[src/rtl/mem_stage.sv]
// Memory-access pipeline stage between EX and WB.
// Holds one instruction and waits for the data-SRAM response of a load or store.
// Aligns and sign/zero-extends load data, and drives the WB bus plus an ID bypass.
// Ports:
//   clk, resetn                  clock, asynchronous active-low reset
//   EX_Valid, EX_to_ME_Bus[74:0] instruction offered by EX
//   ME_Unit_Ready                combinational allowin back to EX
//   data_sram_data_ok/_rdata     SRAM response pulse and load data
//   ME_Valid, WB_Unit_Ready      handshake towards WB
//   ME_to_WB_Bus[69:0]           {pc, gr_we, dest, final_result}
//   ME_to_ID_Bypass[38:0]        {fwd_we, dest, final_result, ld_pending}
module mem_stage (
  input  logic        clk,
  input  logic        resetn,
  input  logic        EX_Valid,
  output logic        ME_Unit_Ready,
  input  logic [74:0] EX_to_ME_Bus,
  input  logic        data_sram_data_ok,
  input  logic [31:0] data_sram_rdata,
  output logic        ME_Valid,
  input  logic        WB_Unit_Ready,
  output logic [69:0] ME_to_WB_Bus,
  output logic [38:0] ME_to_ID_Bypass
);

  localparam int unsigned XLEN = 32;

  typedef enum logic [1:0] {
    S_IDLE = 2'd0,
    S_WAIT = 2'd1,
    S_DONE = 2'd2
  } state_t;

  typedef struct packed {
    logic [XLEN-1:0] pc;
    logic            gr_we;
    logic [4:0]      dest;
    logic [XLEN-1:0] alu_result;
    logic            is_load;
    logic            is_mem;
    logic [2:0]      load_op;
  } ex_bus_t;

  state_t          state_q, state_d;
  ex_bus_t         stage_q;
  ex_bus_t         ex_in;
  logic [XLEN-1:0] rdata_buf;

  logic            accept;
  logic            handoff;
  logic            resp;
  logic [XLEN-1:0] raw_data;
  logic [7:0]      byte_sel;
  logic [15:0]     half_sel;
  logic [XLEN-1:0] load_data;
  logic [XLEN-1:0] final_result;

  assign ex_in = ex_bus_t'(EX_to_ME_Bus);

  // Response only counts while waiting on our own access.
  assign resp          = (state_q == S_WAIT) & data_sram_data_ok;
  assign ME_Valid      = (state_q == S_DONE) | resp;
  assign handoff       = ME_Valid & WB_Unit_Ready;
  assign ME_Unit_Ready = (state_q == S_IDLE) | handoff;
  assign accept        = EX_Valid & ME_Unit_Ready;

  // Next state: later assignments take priority (accept > handoff > response).
  always_comb begin
    state_d = state_q;
    if (resp)    state_d = S_DONE;
    if (handoff) state_d = S_IDLE;
    if (accept)  state_d = ex_in.is_mem ? S_WAIT : S_DONE;
  end

  always_ff @(posedge clk or negedge resetn) begin
    if (!resetn) begin
      state_q   <= S_IDLE;
      stage_q   <= '0;
      rdata_buf <= '0;
    end else begin
      state_q <= state_d;
      if (accept) stage_q   <= ex_in;
      if (resp)   rdata_buf <= data_sram_rdata;
    end
  end

  // Live SRAM data on the response cycle, captured copy afterwards.
  assign raw_data = (state_q == S_WAIT) ? data_sram_rdata : rdata_buf;

  // Byte/half selection by address offset; half ignores a[0].
  always_comb begin
    byte_sel = raw_data[7:0];
    case (stage_q.alu_result[1:0])
      2'd1:    byte_sel = raw_data[15:8];
      2'd2:    byte_sel = raw_data[23:16];
      2'd3:    byte_sel = raw_data[31:24];
      default: byte_sel = raw_data[7:0];
    endcase
    half_sel = stage_q.alu_result[1] ? raw_data[31:16] : raw_data[15:0];
  end

  always_comb begin
    load_data = raw_data;
    case (stage_q.load_op)
      3'b001:  load_data = {{24{byte_sel[7]}}, byte_sel};
      3'b010:  load_data = {{16{half_sel[15]}}, half_sel};
      3'b101:  load_data = {24'd0, byte_sel};
      3'b110:  load_data = {16'd0, half_sel};
      default: load_data = raw_data;
    endcase
  end

  assign final_result = stage_q.is_load ? load_data : stage_q.alu_result;

  assign ME_to_WB_Bus = {stage_q.pc, stage_q.gr_we, stage_q.dest, final_result};

  assign ME_to_ID_Bypass = {
    (state_q != S_IDLE) & stage_q.gr_we & (stage_q.dest != 5'd0),
    stage_q.dest,
    final_result,
    (state_q == S_WAIT) & stage_q.is_load & ~data_sram_data_ok
  };

endmodule

[config.mk]
export PLATFORM = sky130hd
export DESIGN_NAME = mem_stage
export DESIGN_NICKNAME = d
export VERILOG_FILES = /design/src/rtl/mem_stage.sv
export SDC_FILE = /design/constraint.sdc
export NUM_CORES = 1
export LEC_CHECK = 0
export ABC_AREA = 1
export CORE_AREA = 2 2 127 129
export CTS_CLUSTER_DIAMETER = 30
export CTS_CLUSTER_SIZE = 16
export DETAILED_ROUTE_END_ITERATION = 10
export DIE_AREA = 0 0 129 131
export GPL_TIMING_DRIVEN = 1
export PLACE_DENSITY = 0.76
export SLEW_MARGIN = 30
export SYNTH_ARGS = -nofsm -noshare
export SYNTH_HDL_FRONTEND = slang
export SYNTH_SLANG_ARGS = --single-unit
export TNS_END_PERCENT = 30
[constraint.sdc]
create_clock -name clk -period 2 [get_ports clk]
set_input_delay 0.5 -clock clk [delete_from_list [all_inputs] [get_ports clk]]
set_output_delay 0.5 -clock clk [all_outputs]
set_load 0.03 [all_outputs]
==> results of run 1 <==
[cell usage after synthesis, drive strengths merged]
cell | n | area (um^2)
a21oi | 29 | 145
a31oi | 2 | 12.5
buf | 93 | 653
clkbuf | 32 | 120
clkinv | 1 | 3.75
dfrtp | 108 | 2700
inv | 71 | 267
nand2 | 303 | 1140
nand3 | 107 | 536
nor2 | 38 | 153
nor3 | 3 | 15.0
o211ai | 8 | 60.1
o21ai | 73 | 373
o22ai | 1 | 6.26
or2 | 16 | 100
[worst max-delay path by stage]
stage	from	endpoint	slack, ns	cells after the start
global placement	data_sram_rdata[31]	ME_to_ID_Bypass[28]	-0.67	10
CTS	state_q[0]	ME_to_WB_Bus[27]	-0.59	11
floorplan	state_q[1]	ME_to_WB_Bus[5]	-0.16	10
detailed placement	data_sram_rdata[15]	ME_to_WB_Bus[27]	-0.72	10
global route	state_q[1]	ME_to_WB_Bus[6]	-0.67	9
finish	state_q[0]	ME_to_WB_Bus[19]	-0.60	11
[cell usage in the layout (no fill, tap or decap), drive strengths merged, types with 10 or more instances in the layout]
| master | count |
|---|---|
| buf | 147 |
| clkdlybuf4s50 | 144 |
| nand2 | 304 |
| a21oi | 29 |
| nand3 | 110 |
| nor2 | 38 |
| or2 | 16 |
| dfrtp | 108 |
| inv | 75 |
| clkbuf | 10 |
| o21ai | 73 |
[layout make-up]
type / instances / area [um^2]
Clock buffer: 9 / 225
Clock inverter: 7 / 65.1
Fill cell: 1306 / 5840
Inverter: 72 / 274
Multi-Input combinational cell: 584 / 3160
Sequential cell: 108 / 2710
Tap cell: 216 / 270
Timing Repair Buffer: 300 / 3060
[critical path, delay by kind of cell (launching register included)]
family,cells,cell delay [ns]
and+or+nand+nor,7,0.87
DFF,1,0.45
buffers and inverters,4,0.41
[layer usage]
metal | global-route usage (%) | part of all wire (%) | wire (um) | vias to the layer above
met5 | 0 | 0 | 0 | -
met4 | 10.4 | 3.8 | 802 | 0
met3 | 5.90 | 7.6 | 1580 | 60
met2 | 42.4 | 49 | 10300 | 282
met1 | 28.3 | 39 | 8200 | 2948
li1 | - | - | - | 3113
[registers in the layout, summed over array words and instances, names as in the netlist]
| signal | flops |
|---|---|
| ME_to_WB_Bus | 33 |
| stage_q | 36 |
| state_q | 2 |
| rdata_buf | 32 |
| ME_to_ID_Bypass | 5 |
[stage by stage]
step	TNS (ns)	utilization, %	worst slack (ns)	hold slack, ns
final	-35.29	62.5	-0.602	0.0464
after floorplan	-3.70	-	-0.156	0.204
after global placement	-41.89	56.4	-0.674	0.436
after global routing	-40.91	62.5	-0.668	0.0607
after detailed placement	-43.41	56.4	-0.722	0.436
after CTS	-35.33	61.1	-0.586	0.0458
[logic make-up (layout without fill, tap and decap cells)]
group	count (synthesis)	in the layout
flops	108	108
buf+inv	197	388
compound gates	113	113
simple gates	467	471
[timing repair]
item                       in CTS  in global routing
pin swaps                      32                 23
setup endpoints to repair      72                118
hold buffers                    0                  0
gates cloned                    5                  1
setup buffers                   2                  4
resized for setup             101                 40
==> summary.md, run 1 <==
The flow ran to the end, but the final reports show violations. The checks that failed: negative setup slack. The final layout contains 1187 nets.

The synthesized netlist cell count came out at 885. The final count of negative-setup-slack endpoints came out at 67. Walking the worst path, the cells encountered are inv_2 > nor2_4 > buf_6 > nand2_4 > nand3_4 > nand3_4 > nand3_4 > nand3_1 > nand2_1 > inv_2 > buf_4. The average wire length per cell after detail routing is 16.1 um. The post-layout minimum cycle time is 2.60 ns. The worst register-to-register path begins at state_q[0].

The tools report the total via count in the routed design as 6403. STA classifies the critical path startpoint as a flip-flop. The post-synthesis mux area share is 0%, and the final routed wirelength across all metal layers is 20900 um. The pre-antenna-repair detailed-routing pass consisted of 5 iterations. Of the total synthesized cell area, the portion taken by full adders, half adders and majority gates is 0%. The leftover overflow at the end of global routing came out at 0. Once detail routing completed, the nets flagged for antenna violations numbered 0. Max-cap violations in this run came to 0. Xor and xnor area share after synthesis: 0%. During I/O placement, the number of pins put on the boundary was 223. Clock-pin slew was measured on the worst setup and hold paths at 0.08 ns. The H-tree was split into 3 levels.

For this run, the slowest stage of the critical path takes 0.45 ns. For the data required time at the worst endpoint, the log shows 1.50 ns. By area, the combinational part of the netlist is dominated by simple AND/OR/NAND/NOR gates. The total track usage is 24.2%, and the basic-gate share of the synthesized area counting and, or, nand and nor cells is 30.9%.

At the pin with the least slew margin, the transition time is 0.417 ns. Of all nets on the critical path, the largest fanout is 6. For this run, the number of Yosys warnings is 0. The run gives 0.0115 ns as the final worst clock skew. Setup repair after global routing could not meet its margin everywhere. STA classifies the critical path endpoint as an output pin. The wire-length estimate of the detail-placed layout is 14800 um. Averaged over all synthesized cells, the footprint is 7.11 um^2. The final max-slew violation count was 0; the via count of the first global-routing pass was 6119. The endpoint of the most critical register-to-register path is state_q[1]. The die is 129 um wide.

Pin count of the biggest net entering global routing: 51. Fraction of the mapped netlist area in compound gates: 9.49%. In this run the vertical extent of the chip is 131 um. The tools report the count of placed standard cells in the final layout, fillers left out as 1296. The logs give 9 for the total clock buffers created by CTS and 0.0169 mm^2 for the die area. The logs give 1268 for the cell count after placement and 43.0% for the post-synthesis sequential area ratio. The net count after synthesis is 997. The run gives 2 as the number of buffers between clock root and the deepest sink.

For this run, design rule violations remaining after detail routing come to 0. The cell area after technology mapping was 0.00629 mm^2. CTS placed an instance of sky130_fd_sc_hd__clkbuf_16 at the clock tree root. The worst-case setup margin in the final layout is -0.602 ns. The critical path class was reg -> out. The logs give 0 for the number of failing hold endpoints at the final stage and 0.00880 mm^2 for the standard cell area after detailed placement.

Synthesis instantiated 22 different standard cells from the library. The number of synthesized register bits is 108. In the routed layout, each cell is associated on average with a via count of 4.94. TritonCTS built the clock tree. The post-route clock period utilization was 130%; the number of cells on the worst reg-to-reg path was 11. Proportion of layout cells with a drive suffix above 1: 29.7%. The tools report the antenna diode count as 0. The run gives 72.2% as the tightest slew margin relative to the limit. The first global-routing pass estimated 31400 um of wire. By instance count, the cell type seen most on the critical path is sky130_fd_sc_hd__nand3_4. Setup slack on the worst reg-to-reg path comes out at 0.07 ns.

For this block, the initial DRC count from the detailed router was 427. Once the floorplan was initialized, standard cells occupied 40.3% of the core. Routability-driven placement finished with a final weighted congestion of 0.966.

The core region is 0.0156 mm^2. The highest attainable clock frequency is 0.384 GHz. Data on the critical path arrives at its endpoint at 2.10 ns. The total non-filler cell area in the finished layout is 0.00975 mm^2, and the number of antenna violations at the first check in global routing is 0. The highest-delay cell along the critical path is sky130_fd_sc_hd__dfrtp_2. The worst hold path belongs to the class in -> async.

Area growth from synthesis to final layout: 55.1%. The clock sink count is 108. The count of buffers added on input and output ports is 222.

The logs give 46 for the number of placement rows and 0.36 ns for the clock latency on the worst-skew pair.
Power of run 1 is left out: the tool's default activity adds up to more than one toggle a clock period on the data nets, which glitch-free logic cannot reach.
==> run 2: changes to the inputs <==
--- a/config.mk
+++ b/config.mk
@@ -12,6 +12,7 @@
 export DETAILED_ROUTE_END_ITERATION = 10
 export DIE_AREA = 0 0 129 131
 export GPL_TIMING_DRIVEN = 1
+export HOLD_SLACK_MARGIN = 0.12
 export PLACE_DENSITY = 0.76
 export SLEW_MARGIN = 30
 export SYNTH_ARGS = -nofsm -noshare
==> run 2 against run 1 <==
Highest routed layer unchanged. Cell count barely moved. Core utilization rose by 0.064 points. Non-clock buffer count rose by 1. Critical path type unchanged. Die area did not move. Count of clock-buffer cells in the layout did not move. Critical path depth fell by 2. Clock skew barely moved. Largest cell class unchanged. First-iteration DRC count fell by 1.9%. The run still ends with negative setup slack left. Cell area rose by 0.10%. Worst setup slack improved by 0.0047 ns.
==> summary.md, run 2 (synthesis gave the netlist of run 1 again) <==
The run finished, with violations left. The final reports fail on negative setup slack. In the routed design, unresolved DRC markers number 0. TritonCTS built the clock tree. Summing over every cut layer, the via total after detailed routing is 6454. The floorplan step set the die width to 129 um. The critical path contains buffers and inverters numbering 3 combined.

For the number of I/O pins, the log shows 223. The initial utilization of the core area, before any placement, comes to 40.3%. The count of buffers added on input and output ports is 222. The data required time at the worst endpoint is 1.50 ns. Wires add up to 20800 um. The total of max-cap violations is 0, and the clock sink count is 108. The number of placement rows came out at 46. In this run the tightest slew margin relative to its limit is 72.3%.

The first routing iteration left 419 violations. The highest-delay cell along the critical path is sky130_fd_sc_hd__dfrtp_2. The worst-case setup margin in the final layout is -0.597 ns. Among cell families on the critical path, the largest total delay comes from simple AND/OR/NAND/NOR gates.

The tools report the number of antenna violations at the first check in global routing as 0. Register with the most flip-flops: stage_q. Critical path class: reg -> out. For the final database, setup skew stands at 0.0112 ns. The H-tree was split into 3 levels. After layout, the worst path uses 130% of the clock period.

Root buffer cell: sky130_fd_sc_hd__clkbuf_16. The run gives 0 as the final max-slew violation count. The element type at the critical path start was a flip-flop. The worst hold path belongs to the class reg -> reg. For this run, the total global-route usage over all layers was measured as 24.2%.

For this run, the slowest stage of the critical path takes 0.45 ns. The congestion estimate from routability-driven global placement came to 0.966. Leaving out fill and tap cells, the most frequent cells in the layout are sky130_fd_sc_hd__nand2_1, sky130_fd_sc_hd__clkdlybuf4s50_1, sky130_fd_sc_hd__dfrtp_1.

Transition at the pin with the smallest max-transition slack: 0.415 ns. STA classifies the critical path endpoint as an output pin. The total clock buffers created by CTS was 9. The area growth from synthesis to final layout was 55.3%.

The pin count of the biggest net entering global routing is 51, and the register clock-pin slew on the reported worst setup and hold paths is 0.07 ns. The die covers 0.0169 mm^2. The signal on the critical path passes through inv_4 > nand2_8 > buf_12 > o211ai_1 > nand3_1 > nand2_2 > nor2_2 > nor2_4 > buf_6.

In this run the vertical extent of the chip is 131 um. The logs give 0 for the number of nets with antenna violations after routing and 2.10 ns for the arrival time of the worst setup path. The HPWL after detailed placement came out at 14800 um. The floorplan core area is 0.0156 mm^2. The first-pass GRT wire length is 31400 um. The tools report the setup slack after placement as -0.722 ns.

Of the cells placed in the final design, the portion with a size suffix greater than 1 is 29.7%. The tools report the via count of the first global-routing pass as 6119. On the final layout, the worst hold slack is 0.466 ns. For this run the aggregate overflow at the end of global routing stands at 0. Dividing the detail-routed via count by the number of cells gives 4.98. At the later pin of the worst-skew pair, clock insertion delay measures 0.36 ns. In this run the worst path has a maximum fanout of 9. The clock passes through at most 2 buffers. Setup violations remaining at the end of the flow were counted as 67. Number of detailed-routing iterations run before antenna repair: 5. The post-layout minimum cycle time works out to 2.60 ns. The register with the most flip-flops in the layout has 36 of them. The library cell used most frequently in the layout, excluding fill and tap cells, is sky130_fd_sc_hd__nand2_1. The net count of the finished layout is 1188. For this run, the top clock speed supported by timing is 0.385 GHz.

The logs give 0 for the number of failing hold endpoints at the final stage and 0 for the antenna diode count. The average wire length per cell after detail routing works out to 16.1 um. Setup repair after global routing could not meet its margin everywhere.
## run 2: cell types whose count changed in the layout (fill, tap and decap cells not counted)
cell                            delta
sky130_fd_sc_hd__dlygate4sd3_1     +1
## run 2: worst paths after layout
path / startpoint / end / slack (ns) / cells past startpoint
min: stage_q[36] / stage_q[36] / 0.47 / 2
max: state_q[1] / ME_to_WB_Bus[6] / -0.60 / 9
max in group asynchronous: resetn / state_q[0] / 0.82 / 3
min reg2reg: stage_q[36] / stage_q[36] / 0.47 / 2
max reg2reg: state_q[0] / state_q[1] / 0.08 / 11
min in group asynchronous: resetn / rdata_buf[30] / 0.59 / 2
## run 2: metrics by stage
stage                     util, %  setup TNS (ns)  cell area, um^2  instances
after CTS                    61.2          -35.33             9540       1292
after global placement       56.4          -41.89             8800       1268
after global routing         62.6          -40.91             9760       1297
final                        62.6          -34.96             9760       1297
after floorplan                 -           -3.70             6650        885
after detailed placement     56.4          -43.41             8800       1268
## run 2: layer usage
metal | vias to the layer above | part of all wire [%] | track usage [%]
met1 | 2967 | 39 | 28.3
met4 | 0 | 3.7 | 10.4
li1 | 3117 | - | -
met3 | 64 | 7.8 | 5.90
met5 | - | 0 | 0
met2 | 306 | 50 | 42.4
## run 2: area by class of cell
class | instances | area, um^2
fillers | 1305 | 5830
repair buffers | 301 | 3070
clock inverters | 7 | 65.1
well taps | 216 | 270
multi-input cells | 584 | 3160
flip-flops and latches | 108 | 2710
inverters | 72 | 274
clock buffers | 9 | 225
## run 2: repair_timing
item                       CTS  global route
hold endpoints to repair    19             0
pin swaps                   32            23
cloned                       5             1
hold buffers                 1             0
gates resized for setup    101            40
setup buffers                2             4
setup endpoints to repair   72           118
## run 2: tightest hold or removal path: stages, from the launching register on
cell	delay, ns
sky130_fd_sc_hd__dfrtp_1	0.33
sky130_fd_sc_hd__nand2_1	0.06
sky130_fd_sc_hd__nand2_1	0.05
Power of run 2 is left out for the same reason.
